**src/rtl/ls_issue_queue.sv**
```systemverilog
// In-order load/store issue queue: snoops result broadcasts, computes base+imm,
// issues strictly in program order through a registered stage, retires on lsu_done.
module ls_issue_queue #(
    parameter int unsigned DEPTH     = 8,
    parameter int unsigned DATA_W    = 32,
    parameter int unsigned TAG_W     = 4,
    parameter int unsigned NAME_W    = 5,
    parameter int unsigned OP_W      = 6,
    parameter int unsigned NUM_BCAST = 2,
    parameter int unsigned TAG_NONE  = 0
) (
    input  logic                          clk,
    input  logic                          rst,
    input  logic                          flush,
    input  logic [NUM_BCAST-1:0]          bc_valid,
    input  logic [NUM_BCAST*TAG_W-1:0]    bc_tag,
    input  logic [NUM_BCAST*DATA_W-1:0]   bc_data,
    input  logic                          disp_valid,
    output logic                          disp_ready,
    input  logic [OP_W-1:0]               disp_op,
    input  logic [DATA_W-1:0]             disp_base,
    input  logic [TAG_W-1:0]              disp_base_tag,
    input  logic [DATA_W-1:0]             disp_src,
    input  logic [TAG_W-1:0]              disp_src_tag,
    input  logic [DATA_W-1:0]             disp_imm,
    input  logic [TAG_W-1:0]              disp_tag_w,
    input  logic [NAME_W-1:0]             disp_name_w,
    output logic                          iss_valid,
    input  logic                          iss_ready,
    output logic [DATA_W-1:0]             iss_addr,
    output logic [DATA_W-1:0]             iss_data,
    output logic [OP_W-1:0]               iss_op,
    output logic [TAG_W-1:0]              iss_tag_w,
    output logic [NAME_W-1:0]             iss_name_w,
    input  logic                          lsu_done,
    output logic [$clog2(DEPTH+1)-1:0]    count
);

    localparam int unsigned PTR_W = $clog2(DEPTH);
    localparam int unsigned CNT_W = $clog2(DEPTH + 1);
    localparam logic [TAG_W-1:0] NONE = TAG_W'(TAG_NONE);
    localparam logic [CNT_W-1:0] FULL = CNT_W'(DEPTH);

    logic [DATA_W-1:0] base_q     [DEPTH];
    logic [DATA_W-1:0] base_d     [DEPTH];
    logic [TAG_W-1:0]  base_tag_q [DEPTH];
    logic [TAG_W-1:0]  base_tag_d [DEPTH];
    logic [DATA_W-1:0] src_q      [DEPTH];
    logic [DATA_W-1:0] src_d      [DEPTH];
    logic [TAG_W-1:0]  src_tag_q  [DEPTH];
    logic [TAG_W-1:0]  src_tag_d  [DEPTH];
    logic [DATA_W-1:0] imm_q      [DEPTH];
    logic [OP_W-1:0]   op_q       [DEPTH];
    logic [TAG_W-1:0]  tag_w_q    [DEPTH];
    logic [NAME_W-1:0] name_w_q   [DEPTH];

    logic [PTR_W-1:0] head_q, issue_q, tail_q;
    // count_q: all occupied entries; issued_q: the in-flight subset (head..issue)
    logic [CNT_W-1:0] count_q, issued_q, waiting;
    logic             disp_fire, done_fire, iss_load;

    assign disp_ready = (count_q < FULL);
    assign disp_fire  = disp_valid & disp_ready;
    assign done_fire  = lsu_done & (issued_q != '0);
    assign waiting    = count_q - issued_q;
    assign iss_load   = (!iss_valid || iss_ready) && (waiting != '0) &&
                        (base_tag_q[issue_q] == NONE) && (src_tag_q[issue_q] == NONE);
    assign count      = count_q;

    // Lowest channel wins: scan high to low so the last match is the lowest index.
    function automatic void snoop(input logic [TAG_W-1:0] tag, input logic [DATA_W-1:0] val,
                                  output logic [TAG_W-1:0] tag_n,
                                  output logic [DATA_W-1:0] val_n);
        tag_n = tag;
        val_n = val;
        if (tag != NONE) begin
            for (int c = int'(NUM_BCAST) - 1; c >= 0; c--) begin
                if (bc_valid[c] && (bc_tag[c*TAG_W +: TAG_W] == tag)) begin
                    tag_n = NONE;
                    val_n = bc_data[c*DATA_W +: DATA_W];
                end
            end
        end
    endfunction

    always_comb begin
        for (int e = 0; e < int'(DEPTH); e++) begin
            if (disp_fire && (tail_q == PTR_W'(e))) begin
                snoop(disp_base_tag, disp_base, base_tag_d[e], base_d[e]);
                snoop(disp_src_tag, disp_src, src_tag_d[e], src_d[e]);
            end else begin
                snoop(base_tag_q[e], base_q[e], base_tag_d[e], base_d[e]);
                snoop(src_tag_q[e], src_q[e], src_tag_d[e], src_d[e]);
            end
        end
    end

    always_ff @(posedge clk or posedge rst) begin
        if (rst) begin
            for (int e = 0; e < int'(DEPTH); e++) begin
                base_q[e]     <= '0;
                base_tag_q[e] <= NONE;
                src_q[e]      <= '0;
                src_tag_q[e]  <= NONE;
                imm_q[e]      <= '0;
                op_q[e]       <= '0;
                tag_w_q[e]    <= '0;
                name_w_q[e]   <= '0;
            end
            head_q     <= '0;
            issue_q    <= '0;
            tail_q     <= '0;
            count_q    <= '0;
            issued_q   <= '0;
            iss_valid  <= 1'b0;
            iss_addr   <= '0;
            iss_data   <= '0;
            iss_op     <= '0;
            iss_tag_w  <= '0;
            iss_name_w <= '0;
        end else if (flush) begin
            head_q    <= '0;
            issue_q   <= '0;
            tail_q    <= '0;
            count_q   <= '0;
            issued_q  <= '0;
            iss_valid <= 1'b0;
        end else begin
            base_q     <= base_d;
            base_tag_q <= base_tag_d;
            src_q      <= src_d;
            src_tag_q  <= src_tag_d;
            if (disp_fire) begin
                imm_q[tail_q]    <= disp_imm;
                op_q[tail_q]     <= disp_op;
                tag_w_q[tail_q]  <= disp_tag_w;
                name_w_q[tail_q] <= disp_name_w;
                tail_q           <= tail_q + PTR_W'(1);
            end
            if (iss_load) begin
                iss_valid  <= 1'b1;
                iss_addr   <= base_q[issue_q] + imm_q[issue_q];
                iss_data   <= src_q[issue_q];
                iss_op     <= op_q[issue_q];
                iss_tag_w  <= tag_w_q[issue_q];
                iss_name_w <= name_w_q[issue_q];
                issue_q    <= issue_q + PTR_W'(1);
            end else if (iss_ready) begin
                iss_valid <= 1'b0;
            end
            if (done_fire) begin
                head_q <= head_q + PTR_W'(1);
            end
            count_q  <= count_q + CNT_W'(disp_fire) - CNT_W'(done_fire);
            issued_q <= issued_q + CNT_W'(iss_load) - CNT_W'(done_fire);
        end
    end

endmodule
```
**config.mk**
```make
export PLATFORM = sky130hd
export DESIGN_NAME = ls_issue_queue
export DESIGN_NICKNAME = d
export VERILOG_FILES = /design/src/rtl/ls_issue_queue.sv
export SDC_FILE = /design/constraint.sdc
export NUM_CORES = 2
export LEC_CHECK = 0
export CORE_MARGIN = 2
export CORE_UTILIZATION = 50
export DETAILED_ROUTE_END_ITERATION = 10
export PLACE_DENSITY = 0.74
export SETUP_SLACK_MARGIN = 0.1
export SYNTH_ARGS = -nofsm -noshare
export SYNTH_HDL_FRONTEND = slang
export SYNTH_SLANG_ARGS = --single-unit
```
**constraint.sdc**
```tcl
create_clock -name clk -period 35.7 [get_ports clk]
set_input_delay 3.57 -clock clk [delete_from_list [all_inputs] [get_ports clk]]
set_output_delay 3.57 -clock clk [all_outputs]
set_load 0.1 [all_outputs]
```
* Word-level counts from Yosys, hierarchy flattened
Cells that the tools add are included.
** Operators by class
- Add/sub/neg operators :: 8
- Reductions and logical operators :: 126
- Magnitude comparators :: 4
- Equality and inequality tests :: 43
- Bitwise gates (word level) :: 5
- Multiplexer cells :: 185
** Operators by type and width (number)
- $mux W32 :: 77
- $mux W4 :: 79
- $bmux W32 S3 :: 3
- $bwmux W256 :: 1
- $eq A4 B4 Y1 :: 36
- $demux W32 S3 :: 1
- $reduce_bool A4 Y1 :: 20
- $reduce_bool A3 Y1 :: 17
- $bwmux W48 :: 1
- $logic_and A1 B1 Y1 :: 48
- $reduce_and A3 Y1 :: 16
- $bwmux W40 :: 1
- $bmux W4 S3 :: 3
- $reduce_bool A2 Y1 :: 18
- $add A32 B32 Y32 :: 1
- $bwmux W32 :: 1
- $bmux W6 S3 :: 1
- $demux W6 S3 :: 1
- $mux W6 :: 3
- $bmux W5 S3 :: 1
- $demux W5 S3 :: 1
- $mux W5 :: 3
- $demux W4 S3 :: 1
- $eq A3 B3 Y1 const B :: 4
- other kinds (19) :: 33
** Word-level totals
- Logic and storage cells :: 445
- Register bits after elaboration :: 1046
- Output and inout bits :: 85

* Logic depth before layout (Yosys ltp)
- Depth after elaboration :: 10
- Depth in mapped cells :: 16
- Gate-level depth less buffers :: 14

* Worst setup path before layout
No wires, ideal clock.
- Path type :: in2reg
- From :: in bc_tag[2]
- To :: reg src_tag_q[16] (netlist name)
- Path buffers :: 3
- Setup slack :: 29.866 ns
- Stages :: 11
- Data arrival time :: 5.705 ns
- Required time :: 35.571 ns
- Path through :: buf_2 > buf_2 > xnor2_1 > o21ai_0 > a221oi_1 > nand3_1 > a21oi_1 > inv_2 > a21oi_2 > buf_2 > o22ai_1
** On the way
- Cells in the longest elaborated chain, start to end :: 5
** Ends and longest elaborated chain
- from (decl) :: line 16 : input logic [NUM_BCAST*TAG_W-1:0] bc_tag,
- $eq A4 B4 Y1 :: line 78 : if (bc_valid[c] && (bc_tag[c*TAG_W +: TAG_W] == tag)) begin
- $logic_and A1 B1 Y1 :: line 78
- $mux W4 :: line 78
- $mux W4 :: line 76 : if (tag != NONE) begin
- $mux W4 :: line 88 : if (disp_fire && (tail_q == PTR_W'(e))) begin
- to (signal assigned) :: line 132 : src_tag_q <= src_tag_d;
- to (decl) :: line 50 : logic [TAG_W-1:0] src_tag_q [DEPTH];
Parallel ways exist; a longest one is shown, timed or not. The select of a mux whose other input is x is not followed.
A chain may end at the register's enable or synchronous reset.

* Final worst setup path
- From :: in bc_tag[1]
- To :: reg src_q[34] (netlist name)
** On the way
- Cells in the longest elaborated chain, start to end :: 5
** Ends and longest elaborated chain
- $eq A4 B4 Y1 :: line 78
- $logic_and A1 B1 Y1 :: line 78
- $mux W32 :: line 78
- $mux W32 :: line 76
- $mux W32 :: line 88
- to (signal assigned) :: line 131 : src_q <= src_d;
- to (decl) :: line 48 : logic [DATA_W-1:0] src_q [DEPTH];
Parallel ways exist; a longest one is shown, timed or not. The select of a mux whose other input is x is not followed.

==> metrics.yaml <==
vias_per_cell: 6.52
holdWs_ps: 479
chipHeight_um: 349
vias: 48800
final_antenna_net_count: 0
clk_pin_slew_ps: 60
max_slew_margin_pct: 23.3
synth-seq-cells: 1046
max_freq_mhz: 145
r2r-start: "issue_q[1]$_DFFE_PP0P_"
clkSinkCount: 1046
syn_inst: 5937
cts_tree: "yes"
tightestPinTransition_ps: 1150
clock-root-buffer: "clkbuf_16"
crit_required_ps: 36260
worstHoldStart: "src_q[170]$_DFFE_PP0P_"
rows: 126
place_area_um2: 63100
worstSkewPairLatency_ps: 740
cp_max_fo: 52
initial_utilization_pct: 50.4
drtIter0Drc: 5312
fillers: 9762
finalHoldViolations: 0
postSynthNetCount: 6189
ctsResizeCount: 0
gp_congestion: 0.911
grt_first_pass_wirelength_um: 298000
setup_viol: 0
grt_antenna_before_repair: 21
synthArstFlopShare_pct: 100
place_hpwl_um: 116000
synth_top_flop_cell: "dfrtp_1"
final_cell_area_um2: 67200
combinationalPowerShare_pct: 41.3
cts_max_level: 3
crit_path_start_kind: "input pin"
final_common_cell: "dfrtp_1"
holdBufCountCts: 0
io_buffers: 283
numCtsBuffers: 114
final_max_slew_viol_count: 0
yosys_warnings: 0
clockBufferDepth: 3
sequentialPowerShare_pct: 35.3
nets: 6084
dieArea_um2: 122000
synth_edf_count: 0
post_cts_buffers: 0
finalNonFillerCells: 7480
critPathKind: "in -> reg"
drcViolationCount: 0
syn_area_per_cell_um2: 10.0
rsz0062_at_grt: "no"
numPlacedInstances: 7252
setup_tns_ps: 0
drive_gt1_share_pct: 17.4
firstDrtPassIters: 6
skew_ps: 46.0
critPathArrivalTime_ps: 7480
final.min_clock_period_ps: 6910
wl_per_cell_um: 26.1
cp-end-kind: "flip-flop"
grtUsageTotal_pct: 31.9
grt-ovfl-total: 0
grt_max_degree: 205
internal_power_mw: 3.35
power_frac_clock_pct: 23.4
power_density_nw_per_um2: 81.2
r2r_slack_ps: 29920
p_sw_share_pct: 38.6
routed_wl_um: 196000
area_delta_synth_final_pct: 12.9
period_share_pct: 19.4
die_w_um: 349
ioPinCount: 284
core_um2: 118000
maxCapViolations: 0
peakVddDrop_mv: 0.0626
mostFrequentLayoutCells: "1043 x dfrtp_1, 1042 x nand2_1, 670 x o21ai_1"
status: "complete, no violations"
min_path_type: "reg -> reg"
synth_area_um2: 59500
leakagePower_nw: 29.7
switching_power_mw: 2.10
synth_cell_types: 67
power_mw: 5.46
worstSetupStartpoint: "bc_tag[1]"
grt_pass1_vias: 48200
ys_seq_area_share_pct: 44.0
power by group through the flow:
| stage | Combinational, mW | Sequential, mW | Clock, mW |
|---|---|---|---|
| 3_3_place_gp | 2.17 | 1.91 | 0 |
| 3_5_place_dp | 2.23 | 1.93 | 0 |
| 5_1_grt | 2.44 | 1.97 | 1.34 |
| 6_report | 2.26 | 1.93 | 1.28 |
| 4_1_cts | 2.24 | 1.92 | 1.28 |
| 2_1_floorplan | 1.45 | 2.11 | 0 |
registers in the layout, summed over array words and instances (netlist names):
name / cells
iss_op: 6
imm_q: 256
tag_w_q: 32
tail_q: 3
count: 4
iss_name_w: 5
op_q: 48
issued_q: 4
iss_data: 32
iss_valid: 1
iss_tag_w: 4
src_q: 256
iss_addr: 32
src_tag_q: 32
issue_q: 3
base_tag_q: 32
base_q: 256
name_w_q: 40
layer usage:
metal  wire (um)  up-vias  share of wire [%]  global-route usage, %
met3       21100      660                 11                   7.88
met2       87300     2753                 45                   49.0
met4       10800       10                5.5                   16.8
met1       76100    24000                 39                   42.0
li1            -    21300                  -                      -
met5          69        -              0.035                      0
stage by stage:
step	worst slack [ps]	util, %
after detailed placement	28140	53.4
after floorplan	2690	-
after global placement	28180	53.4
after CTS	28890	56.9
final	28790	56.9
after global routing	28380	56.9
area by class of cell:
type | instances | area [um2] | share of cell area (%)
Multi-Input combinational cell | 4200 | 31000 | 46.2
Sequential cell | 1046 | 26200 | 39.0
Timing Repair Buffer | 386 | 3640 | 5.42
Clock buffer | 160 | 3310 | 4.92
Tap cell | 1536 | 1920 | 2.86
Clock inverter | 53 | 748 | 1.11
Inverter | 84 | 323 | 0.480
Antenna cell | 15 | 37.5 | 0.0559
cells in the mapped netlist (46+ instances only):
library cell | instances | area [um2]
o21ai_1 | 670 | 3350
nand2_1 | 1053 | 3950
buf_1 | 72 | 270
a22o_1 | 48 | 420
xnor2_1 | 53 | 464
o22a_1 | 96 | 841
xor2_1 | 99 | 867
o211ai_1 | 263 | 1970
ha_1 | 50 | 626
clkbuf_1 | 517 | 1940
a31oi_1 | 99 | 619
mux2i_1 | 305 | 3050
inv_1 | 47 | 176
nor2_1 | 104 | 390
o21ai_0 | 334 | 1670
dfrtp_1 | 1046 | 26200
mux4_2 | 224 | 5040
o22ai_1 | 46 | 288
mux2_2 | 438 | 4930
path summary, 6_finish.rpt:
| path | endpoint | cells past startpoint |
|---|---|---|
| worst max register to register | iss_addr[29]$_DFFE_PP0P_ | 13 |
| worst min register to register | src_q[170]$_DFFE_PP0P_ | 2 |
| worst min-delay path | src_q[170]$_DFFE_PP0P_ | 2 |
| worst max-delay path | src_q[34]$_DFFE_PP0P_ | 11 |
| max in group asynchronous | iss_op[2]$_DFFE_PP0P_ | 5 |
| min in group asynchronous | imm_q[24]$_DFFE_PP0P_ | 2 |
critical path, cell delays in order:
cell and delay [ps]:
clkdlybuf4s50_1 950, inv_2 310, a222oi_1 390, or4b_2 610, buf_4 390, o41ai_1 160
nand2_1 90, a21o_2 350, buf_4 380, nand2_1 160, o21ai_1 70
cells by family after synthesis:
family          after synthesis  share of synthesized area, %
buf+inv                     691                          4.40
simple gates               1325                          9.02
fa+ha+maj                    53                          1.15
mux                         969                          21.9
flops                      1046                          44.0
compound gates             1701                          17.3
xor+xnor                    152                          2.24
Note: power is estimated with default switching activity, not from simulation.
